==> config.mk <==
export PLATFORM = sky130hd
export DESIGN_NAME = uart_tx_engine_flat
export DESIGN_NICKNAME = d
export VERILOG_FILES = /design/src/rtl/uart_dbg_pkg.sv /design/src/rtl/uart_tx_engine_if.sv /design/src/rtl/uart_baud_counter.sv /design/src/rtl/uart_tx_engine.sv /design/src/flat_wrapper.sv
export SDC_FILE = /design/constraint.sdc
export NUM_CORES = 1
export LEC_CHECK = 0
export CAP_MARGIN = 15
export CORE_UTILIZATION = 35
export CTS_CLUSTER_DIAMETER = 60
export DETAILED_ROUTE_END_ITERATION = 12
export GPL_TIMING_DRIVEN = 0
export PLACE_DENSITY_LB_ADDON = 0.15
export RECOVER_POWER = 25
export SLEW_MARGIN = 20
export SYNTH_ARGS = -nofsm -noshare
export SYNTH_HDL_FRONTEND = slang
export SYNTH_HIERARCHICAL = 1
export SYNTH_SLANG_ARGS = --single-unit
==> constraint.sdc <==
create_clock -name clk -period 2.7 [get_ports clk]
set_input_delay 0.405 -clock clk [delete_from_list [all_inputs] [get_ports clk]]
set_output_delay 0.405 -clock clk [all_outputs]
set_load 0.02 [all_outputs]
==> src/rtl/uart_dbg_pkg.sv <==
// Shared constants and types for the UART debugger link.
// Both the transmit and receive paths import this package.
package uart_dbg_pkg;

  localparam int DATA_BITS       = 8;
  localparam int DEFAULT_CLK_DIV = 434;

  localparam logic IDLE_LEVEL  = 1'b1;
  localparam logic START_LEVEL = 1'b0;
  localparam logic STOP_LEVEL  = 1'b1;

  typedef enum logic [1:0] {
    IDLE,
    START,
    DATA,
    STOP
  } txState_e;

endpackage

==> src/rtl/uart_tx_engine_if.sv <==
// Byte-source handshake and serial-side status of the UART transmit engine.
// The master is the response logic; the slave is the engine.
interface uart_tx_engine_if;
  import uart_dbg_pkg::*;

  logic                 tx_valid;
  logic [DATA_BITS-1:0] tx_data;
  logic                 tx_ready;
  logic                 tx;
  logic                 tx_busy;
  logic                 tx_done;

  modport master (
    output tx_valid, tx_data,
    input  tx_ready, tx, tx_busy, tx_done
  );

  modport slave (
    input  tx_valid, tx_data,
    output tx_ready, tx, tx_busy, tx_done
  );

endinterface

==> src/rtl/uart_baud_counter.sv <==
// Bit-period timer shared by the UART transmit and receive paths.
// bit_end marks the last clk of each CLK_DIV-long bit period.
module uart_baud_counter #(
  parameter int CLK_DIV = 434
) (
  input  logic clk,
  input  logic n_Rst,
  input  logic clear,
  output logic bit_end,
  output logic bit_end_next
);

  localparam int CW = (CLK_DIV > 1) ? $clog2(CLK_DIV) : 1;
  localparam logic [CW-1:0] LAST = CW'(CLK_DIV - 1);

  logic [CW-1:0] count_q, count_d;

  always_comb begin
    count_d = count_q + 1'b1;
    if (clear || (count_q == LAST)) begin
      count_d = '0;
    end
  end

  always_ff @(posedge clk) begin
    if (!n_Rst) begin
      count_q <= '0;
    end else begin
      count_q <= count_d;
    end
  end

  // bit_end_next lets callers register a pulse that lines up with bit_end
  assign bit_end      = (count_q == LAST);
  assign bit_end_next = (count_d == LAST);

endmodule

==> src/rtl/uart_tx_engine.sv <==
// UART transmit engine: serialises one byte into an 8N1 frame, LSB first.
// Every output comes straight from a register.
module uart_tx_engine
  import uart_dbg_pkg::*;
#(
  parameter int CLK_DIV = DEFAULT_CLK_DIV
) (
  input logic clk,
  input logic n_Rst,
  uart_tx_engine_if.slave tx_if
);

  localparam int BW = $clog2(DATA_BITS);

  txState_e             state_q, state_d;
  logic [DATA_BITS-1:0] shift_q, shift_d;
  logic [BW-1:0]        bitCnt_q, bitCnt_d;
  logic                 tx_q, tx_d;
  logic                 busy_q, busy_d;
  logic                 done_q, done_d;

  logic bitEnd;
  logic bitEndNext;
  logic baudClear;

  // Holding the counter clear in IDLE gives the start bit a full period
  assign baudClear = (state_q == IDLE);

  uart_baud_counter #(
    .CLK_DIV(CLK_DIV)
  ) u_baud (
    .clk         (clk),
    .n_Rst       (n_Rst),
    .clear       (baudClear),
    .bit_end     (bitEnd),
    .bit_end_next(bitEndNext)
  );

  always_comb begin
    state_d  = state_q;
    shift_d  = shift_q;
    bitCnt_d = bitCnt_q;
    tx_d     = tx_q;
    busy_d   = busy_q;
    case (state_q)
      IDLE: begin
        if (tx_if.tx_valid) begin
          state_d  = START;
          shift_d  = tx_if.tx_data;
          bitCnt_d = '0;
          tx_d     = START_LEVEL;
          busy_d   = 1'b1;
        end
      end
      START: begin
        if (bitEnd) begin
          state_d  = DATA;
          bitCnt_d = '0;
          tx_d     = shift_q[0];
        end
      end
      DATA: begin
        if (bitEnd) begin
          shift_d = shift_q >> 1;
          if (bitCnt_q == BW'(DATA_BITS - 1)) begin
            state_d  = STOP;
            bitCnt_d = '0;
            tx_d     = STOP_LEVEL;
          end else begin
            bitCnt_d = bitCnt_q + 1'b1;
            tx_d     = shift_d[0];
          end
        end
      end
      STOP: begin
        if (bitEnd) begin
          state_d = IDLE;
          tx_d    = IDLE_LEVEL;
          busy_d  = 1'b0;
        end
      end
      default: begin
        state_d = IDLE;
        tx_d    = IDLE_LEVEL;
        busy_d  = 1'b0;
      end
    endcase
    // Registered so the pulse sits on the final stop clk, not one after it
    done_d = (state_d == STOP) && bitEndNext;
  end

  always_ff @(posedge clk) begin
    if (!n_Rst) begin
      state_q  <= IDLE;
      shift_q  <= '0;
      bitCnt_q <= '0;
      tx_q     <= IDLE_LEVEL;
      busy_q   <= 1'b0;
      done_q   <= 1'b0;
    end else begin
      state_q  <= state_d;
      shift_q  <= shift_d;
      bitCnt_q <= bitCnt_d;
      tx_q     <= tx_d;
      busy_q   <= busy_d;
      done_q   <= done_d;
    end
  end

  assign tx_if.tx       = tx_q;
  assign tx_if.tx_busy  = busy_q;
  assign tx_if.tx_ready = ~busy_q;
  assign tx_if.tx_done  = done_q;

endmodule

==> src/flat_wrapper.sv <==
// flat-port wrapper written by rule: the top's interface ports become plain ports
module uart_tx_engine_flat import uart_dbg_pkg::*;
#(
  parameter int CLK_DIV = DEFAULT_CLK_DIV
)
  (clk, n_Rst, tx_if_tx_valid, tx_if_tx_data, tx_if_tx_ready, tx_if_tx, tx_if_tx_busy, tx_if_tx_done);
  uart_tx_engine_if tx_if_i ();
  input logic clk;
  input logic n_Rst;
  input wire logic [$bits(tx_if_i.tx_valid)-1:0] tx_if_tx_valid;
  input wire logic [$bits(tx_if_i.tx_data)-1:0] tx_if_tx_data;
  output wire logic [$bits(tx_if_i.tx_ready)-1:0] tx_if_tx_ready;
  output wire logic [$bits(tx_if_i.tx)-1:0] tx_if_tx;
  output wire logic [$bits(tx_if_i.tx_busy)-1:0] tx_if_tx_busy;
  output wire logic [$bits(tx_if_i.tx_done)-1:0] tx_if_tx_done;
  assign tx_if_i.tx_valid = tx_if_tx_valid;
  assign tx_if_i.tx_data = tx_if_tx_data;
  assign tx_if_tx_ready = tx_if_i.tx_ready;
  assign tx_if_tx = tx_if_i.tx;
  assign tx_if_tx_busy = tx_if_i.tx_busy;
  assign tx_if_tx_done = tx_if_i.tx_done;
  uart_tx_engine #(.CLK_DIV(CLK_DIV)) u_core (.clk(clk), .n_Rst(n_Rst), .tx_if(tx_if_i));
endmodule
# After elaboration in Yosys (flattened, before gate mapping)
# Cells that the tools add are included.
# op_classes
mux	24
n_bitwise	1
n_eq_ne	11
n_addsub	2
reduce_logical	10
# op_table
operator	count
== test 9 bit, second input constant	2
2-to-1 mux 8 bit	2
case mux 8 bit (2 select lines)	1
2-to-1 mux 3 bit	4
2-to-1 mux 2 bit	5
adder 9 x 1 -> 9 bit, second input constant	1
2-to-1 mux 9 bit	1
case mux 3 bit (3 select lines)	1
case mux 2 bit (4 select lines)	1
AND reduction 4 bit	2
2-to-1 mux 1 bit	7
== test 2 bit, second input constant	3
inequality test 2 x 1 -> 1 bit, second input constant	3
AND reduction 3 bit	2
case mux 1 bit (4 select lines)	1
nonzero test 2 bit	2
adder 3 x 1 -> 3 bit, second input constant	1
== test 3 bit, second input constant	1
nonzero test 3 bit	1
== test 2 x 1 -> 1 bit, second input constant	1
logical NOT 2 bit	1
inequality test 2 bit, second input constant	1
case mux 1 bit (2 select lines)	1
logical AND 1 bit	1
other kinds (2)	2
# word_totals
elab_cells	55
output_inout_bits	4
regBits	25
in_bits	11

# Depth between registers and ports, before layout
# Gate-level depths: netlist (run 1).
# depth
ltp_word	6
depth_mapped	9
ltp_nobuf	8

# Modules after synthesis
# Netlist (run 1), hierarchy kept.
# by_module_without_submodules
module	seq_area_each_um2	area_per_inst_um2	instances	cells_each
uart_tx_engine	320.3	770.7	1	77
uart_baud_counter	180.2	515.5	1	58

# Least setup slack after synthesis (run 1)
# OpenSTA, ideal clock, no wires.
# synth_timing
kind	register to register
startpoint	register u_core.u_baud.count_q[0]
endpoint	register u_core.bitCnt_q[0]
synth_period_minus_slack_ns	2.104
setup_slack_ns	0.596
setup_time_ns	0.059
t_arrival_ns	2.045
stages_incl_launch_ff	8
t_required_ns	2.641
path_buffers	1
path_cell_list	dfxtp_1 > ha_1 > or4b_4 > nor3_2 > buf_2 > nand2_1 > nor3b_1 > a22o_1
# synth_between
elab_chain_len	3
elab_cells_between_ends	4
cone_classes	3 x eq/ne; 1 x reduce/logical
# synth_lines
element	line_no	rtl
from (decl)	uart_baud_counter.sv:16	logic [CW-1:0] count_q, count_d;
from (signal assigned)	uart_baud_counter.sv:29	count_q <= count_d;
== test 9 bit *	uart_baud_counter.sv:34	assign bit_end = (count_q == LAST);
via u_core.bitEnd	uart_tx_engine.sv:22	logic bitEnd;
inequality test 2 x 1 -> 1 bit (no line)	n/a	
AND reduction 4 bit (no line) *	n/a	
to (signal assigned)	uart_tx_engine.sv:103	bitCnt_q <= bitCnt_d;
to (decl)	uart_tx_engine.sv:17	logic [BW-1:0] bitCnt_q, bitCnt_d;
# The timed path passes the listed nets; every way through them passes the cells marked *.
# A chain may end at the register's enable or synchronous reset.

# Worst setup path in the final report (run 1)
# layout_timing
startpoint	register u_core.u_baud.count_q[0]
endpoint	register u_core.shift_q[4]
# layout_between
elab_chain_len	3
# layout_lines
element	line_no	rtl
== test 9 bit	uart_baud_counter.sv:34	
via u_core.bitEnd	uart_tx_engine.sv:22	
inequality test 2 x 1 -> 1 bit (no line)	n/a	
AND reduction 3 bit (no line)	n/a	
to (signal assigned)	uart_tx_engine.sv:102	shift_q <= shift_d;
to (decl)	uart_tx_engine.sv:16	logic [DATA_BITS-1:0] shift_q, shift_d;
# The timed path passes the listed nets, and every way through them passes these cells.

==> results of run 1 <==
==> synth_stat cells (2+ instances only) <==
cell / number
and2_1: 2
o31a_1: 7
nand2b_1: 2
inv_1: 3
dfxtp_1: 25
nand4_1: 3
nor3_1: 2
o221a_1: 7
buf_2: 2
ha_1: 4
clkbuf_1: 2
buf_6: 3
a32o_1: 2
nor2b_1: 2
a21boi_0: 3
or4b_4: 2
nand3_1: 9
o21ai_0: 3
nor2_1: 11
o211ai_1: 2
nor3b_1: 2
xnor2_1: 3
nand2_1: 9
xor2_1: 3
a31oi_1: 3
or3b_2: 2
==> power by group through the flow <==
stage,clock network [mW],registers (mW),logic [mW]
6_report,0.174,0.392,0.0863
3_5_place_dp,0,0.400,0.0858
2_1_floorplan,0,0.401,0.0493
3_3_place_gp,0,0.400,0.0854
5_1_grt,0.199,0.394,0.0958
4_1_cts,0.185,0.392,0.0866
==> worst max-delay path by stage <==
stage	end	slack, ns	depth (start not counted)
after floorplan	u_core/bitCnt_q[0]	0.60	7
after global placement	u_core/shift_q[3]	0.27	7
after detailed placement	u_core/shift_q[4]	0.24	7
after CTS	u_core/shift_q[4]	0.19	7
after global routing	u_core/shift_q[4]	0.03	7
final	u_core/shift_q[4]	0.27	7
==> critical path, delay by kind of cell, from the launching register on <==
| kind | cells | cell delay [ns] |
|---|---|---|
| AOI/OAI and AO/OA | 2 | 0.55 |
| adders and majority gates | 1 | 0.19 |
| buffers and inverters | 1 | 0.22 |
| and+or+nand+nor | 3 | 0.97 |
| DFF | 1 | 0.45 |
==> per-layer routing <==
metal | share of wire (%) | track usage, %
met4 | 0 | 2.62
met3 | 3.1 | 3.65
met2 | 46 | 24.0
met5 | 0 | 0
met1 | 50 | 20.1
==> repair_timing <==
item / 4_1_cts / 5_1_grt
setup endpoints to repair: 0 / 7
resized for setup: 0 / 2
endpoints found under the hold margin: 0 / 0
==> through the flow <==
step | cell area, um2 | cells | power (mW) | hold WS, ns | worst slack (ns)
after CTS | 1510 | 199 | 0.664 | 0.518 | 0.195
after floorplan | 1290 | 135 | 0.450 | 0.455 | 0.596
after detailed placement | 1480 | 195 | 0.486 | 0.490 | 0.241
final | 1520 | 199 | 0.653 | 0.508 | 0.265
after global placement | 1480 | 195 | 0.485 | 0.478 | 0.269
after global routing | 1520 | 199 | 0.689 | 0.541 | 0.0289
==> area by class of cell <==
| class | count | area (um2) | share of cell area, % |
|---|---|---|---|
| Buffer | 8 | 58.8 | 3.86 |
| Clock buffer | 3 | 22.5 | 1.48 |
| Timing Repair Buffer | 14 | 140 | 9.20 |
| Inverter | 3 | 11.3 | 0.740 |
| Tap cell | 46 | 57.6 | 3.78 |
| Clock inverter | 1 | 7.51 | 0.493 |
| Multi-Input combinational cell | 99 | 724 | 47.6 |
| Sequential cell | 25 | 500 | 32.9 |
==> state kept, by name, summed over array words and instances (netlist names) <==
name and count:
u_core/u_baud/count_q 9, u_core/shift_q 8, u_core/bitCnt_q 3, u_core/state_q 2
u_core/tx_if.tx 1, u_core/tx_if.tx_busy 1, u_core/tx_if.tx_done 1
==> kinds of logic after synthesis <==
kind of cell	after synthesis	synth area share (%)
AOI/OAI and AO/OA	32	21.1
adders and majority gates	4	3.89
buffers and inverters	11	5.45
muxes	1	0.875
and+or+nand+nor	56	25.7
DFF	25	38.9
xor gates and xnor gates	6	4.09
==> reports/results.ini, run 1 <==
[placement]
place.gp.congestion = 0.728
port_buffers = 14
dp_hpwl_um = 1900

[global_routing]
antenna_found_initial = 0
grt.overflow.total = 0
grt.total_usage_pct = 14.9
grt_pass1_wl_um = 4710
grt_pass1_vias = 1053
grt_start_max_net_pins = 16

[worst_setup_path]
required_ns = 2.97
cp-end-kind = flop
path_class = reg -> reg
crit_arrival_ns = 2.71
cp_max_fo = 10
cpPeakStageDelay_ns = 0.48
r2r-end = u_core/shift_q[4]
rr_worst_depth = 7
r2r_slack_ns = 0.27
critPathLaunch = u_core/u_baud/count_q[0]
setup.worst_path.start_class = flop
path_cells = ha_1, or4b_4, nor3_2, buf_2, nand2_1, a21oi_4, o221a_1
slowest_stage = or4b_4
crit-reg2reg-launch = u_core/u_baud/count_q[0]

[power_and_ir_drop]
p_leak_nw = 0.523
p_int_mw = 0.486
seq_power_share_pct = 60.1
power.density_nw_per_um2 = 429
ir_drop_v = 0.000282
p_clk_share_pct = 26.7
p_switching_mw = 0.167
p_sw_share_pct = 25.5
combPwrFrac_pct = 13.2

[sta]
setup_violations = 0
setup_tns_ns = 0
hold_viol = 0
tightest_slew_ns = 0.436
max_freq_mhz = 411
rsz0062_at_grt = no
fin_crit_sh_pct = 90.2
slew_headroom_pct = 70.9
report.final.slew_viol_count = 0
fin_crit_ns = 2.43
skew_ns = 0.00117

[hold_path]
hold_path_end = u_core/tx_if.tx_busy
worstHoldPathCells = 2
min_from = u_core/tx_if.tx_busy
hold_path.class = reg -> reg

[die]
io_pins = 15
fp.dieW_um = 62.6
fp.dieH_um = 62.6
core-area_um2 = 3420
fp.dieArea_um2 = 3920
num_rows = 21
start_util_pct = 37.7

[clocking]
postCtsSetupBuffers = 0
cts_tree = done
clock_path_buffers = 2
cts_sinks = 25
cts_hold_buf = 0
clk_pin_slew_ns = 0.14
cts_buffers = 3
clk_latency_ns = 0.32
cts_root_buf = clkbuf_4
htree_num_levels = 1

[route]
drc = 0
drt_iter0_drc = 56
wire_per_inst_um = 13.5
viasPerCell = 5.31
route.antenna.remaining_nets = 0
totalWireLength_um = 2680
dr_total_vias = 1056
dr.pass1.iters = 4

[synthesis]
synthFlopType = dfxtp_1
synth_seq_cells = 25
ys_warn_count = 6
synth-edff-count = 0
yosysSeqAreaShare_pct = 38.9
synth_cell_types = 43
synthCells = 135
async_reset_ff_share_pct = 0
synth_area_leader_cell = dfxtp_1
syn-num-nets = 150
synthTopCellsByArea = dfxtp_1 39%, o221a_1 6.1%, o31a_1 4.8%
synth_area_um2 = 1290
yosys.area.top_type_share_pct = 38.9
syn_avg_cell_area_um2 = 9.53

[layout]
final_common_cell = dfxtp_1
n_antenna_cell = 0
layout_common_cells = 25 x dfxtp_1, 11 x nor2_1, 10 x clkdlybuf4s50_1
nFillCells = 345
area_growth_pct = 18.4
finalNetCount = 169
utilization_pct = 44.6
drive_above_1_share_pct = 12.4

[outcome]
status = complete, no violations

[job]
drv_cap = 0

No activity file was read; power rests on OpenSTA's default activity.
==> run 2: changes to the inputs <==
ABC_AREA = 1   (was not set)
CTS_CLUSTER_DIAMETER = not set   (was 60)
SLEW_MARGIN = not set   (was 20)
==> reports/results.ini, run 2 <==
[outcome]
status = complete, no violations

[power_and_ir_drop]
power.density_nw_per_um2 = 435
ir_drop_v = 0.000271
finalPower_mw = 0.706
p_leak_nw = 0.721

[clocking]
cts_tree = done
clk_latency_ns = 0.27
clk_pin_slew_ns = 0.09
clock_path_buffers = 2
cts_buffers = 3
cts_hold_buf = 0
cts_resized = 0
htree_num_levels = 1
cts_sinks = 25
cts_root_buf = clkbuf_8
postCtsSetupBuffers = 0

[route]
met2WireLength_um = 1290
wl_met3_um = 53
wl_met1_um = 1440
totalWireLength_um = 2840
wire_per_inst_um = 10.4
drc = 0
drt_iter0_drc = 56
route.antenna.remaining_nets = 0
dr.pass1.iters = 4
dr_total_vias = 1241
top_layer_used = met4
viasPerCell = 4.53

[worst_setup_path]
cp-end-kind = flop
r2r_slack_ns = 0.90
crit_arrival_ns = 1.97
setup.worst_path.start_class = flop
cp_max_fo = 7
crit-reg2reg-launch = u_core/u_baud/count_q[0]
r2r-end = u_core/tx_if.tx_done
rr_worst_depth = 12
path_class = reg -> reg
required_ns = 2.87

[sta]
skew_ns = 0.00515
tightest_slew_ns = 0.281
report.final.slew_viol_count = 0
rsz0062_at_grt = no
fin_crit_ns = 1.80
slew_headroom_pct = 81.3
setup_tns_ns = 0
hold_viol = 0
setup_violations = 0
max_freq_mhz = 555
fin_crit_sh_pct = 66.7

[synthesis]
ys_warn_count = 6
synthCells = 208
synth.most_common_cell = nand2_1
synth_area_leader_cell = dfxtp_1
synth_area_um2 = 1390
async_reset_ff_share_pct = 0
syn_avg_cell_area_um2 = 6.69
synth_commonest_cells = 54 x nand2_1, 40 x nor2_1, 25 x dfxtp_1, 19 x inv_1, 11 x nand3_1
synthTopCellsByArea = dfxtp_1 36%, nand2_1 15%, nor2_1 11%
syn-num-nets = 223
yosys.area.top_type_share_pct = 36.0
synth-edff-count = 0
synth_seq_cells = 25
synth_cell_types = 27
yosysSeqAreaShare_pct = 36.0
synthFlopType = dfxtp_1

[layout]
nFillCells = 423
final_common_cell = nand2_1
drive_above_1_share_pct = 12.4
multi_input_area_um2 = 748
top_register = u_core/u_baud/count_q
reg.largest.list = u_core/u_baud/count_q (9), u_core/shift_q (8), u_core/bitCnt_q (3)
seq_area_um2 = 500
layout_common_cells = 55 x nand2_1, 41 x nor2_1, 25 x dfxtp_1
area_growth_pct = 16.6
final_cells = 274
largest_reg_flops = 9
n_antenna_cell = 0
finalNetCount = 242

[die]
fp.dieH_um = 65.1
fp.dieW_um = 65.1
fp.dieArea_um2 = 4230
start_util_pct = 37.2
io_pins = 15
core-area_um2 = 3740
num_rows = 22

[global_routing]
antenna_found_initial = 0
grt_pass1_vias = 1118
grt_start_max_net_pins = 15
grt_pass1_wl_um = 4920
grt.total_usage_pct = 15.2
grt.overflow.total = 0

[placement]
place.gp.congestion = 0.760
place_inst = 270
dp_hpwl_um = 2140
port_buffers = 14

[hold_path]
hold_path.class = reg -> reg
worstHoldPathCells = 2
min_from = u_core/shift_q[7]
hold_path_end = u_core/shift_q[7]

[job]
drv_cap = 0

[run 2: how the worst max path moves through the flow]
stage,start,endpoint,depth (start not counted)
global route,u_core/u_baud/count_q[0],u_core/tx_if.tx_done,12
global placement,u_core/u_baud/count_q[0],u_core/shift_q[2],8
CTS,u_core/u_baud/count_q[0],u_core/shift_q[1],8
finish,u_core/u_baud/count_q[0],u_core/tx_if.tx_done,12
floorplan,u_core/u_baud/count_q[0],u_core/shift_q[0],8
detailed placement,u_core/u_baud/count_q[0],u_core/shift_q[1],8
[run 2: cell type report]
class | count | share of cell area [%]
repair buffers | 14 | 8.64
flip-flops and latches | 25 | 30.8
plain buffers | 3 | 1.70
clock buffers | 3 | 2.54
multi-input cells | 155 | 46.1
inverters | 25 | 6.17
clock inverters | 1 | 0.308
well taps | 48 | 3.70
[run 2: report_power, final]
part	internal (mW)	switching (mW)	total, mW
clock network	0.103	0.115	0.218
registers	0.384	0.0109	0.395
logic	0.0408	0.0521	0.0928
total	0.528	0.178	0.706
[run 2: critical path, stage by stage (launching register included)]
cell,delay (ns)
dfxtp_1,0.43
ha_1,0.22
nand2_1,0.06
nor2_1,0.18
nand2_4,0.08
nand2_1,0.21
clkinvlp_2,0.18
nand2_2,0.10
nor2_1,0.04
nand2_1,0.05
nor2_1,0.05
nand2_1,0.07
nor2_1,0.04
[run 2: layer usage]
layer | vias to the layer above | global-route usage (%)
li1 | 687 | -
met1 | 537 | 19.1
met2 | 12 | 24.9
met3 | 5 | 2.29
met4 | 0 | 8.15
met5 | - | 0
[run 2: cells by family (layout without fill, tap and decap cells)]
group / count (synthesis) / after routing / synth area share (%)
xor gates and xnor gates: 1 / 1 / 0.630
DFF: 25 / 25 / 36.0
AOI/OAI and AO/OA: 22 / 22 / 9.44
buffers and inverters: 28 / 46 / 9.17
and+or+nand+nor: 128 / 128 / 41.2
adders and majority gates: 4 / 4 / 3.60
[run 2: stage by stage]
step                      utilization (%)  worst slack, ns  area [um2]  hold slack [ns]
after detailed placement             42.5            0.952        1590            0.456
after floorplan                         -             1.26        1390            0.444
final                                43.3            0.898        1620            0.467
after global routing                 43.3            0.671        1620            0.486
after CTS                            43.8            0.939        1640            0.472
after global placement               42.5            0.949        1590            0.456
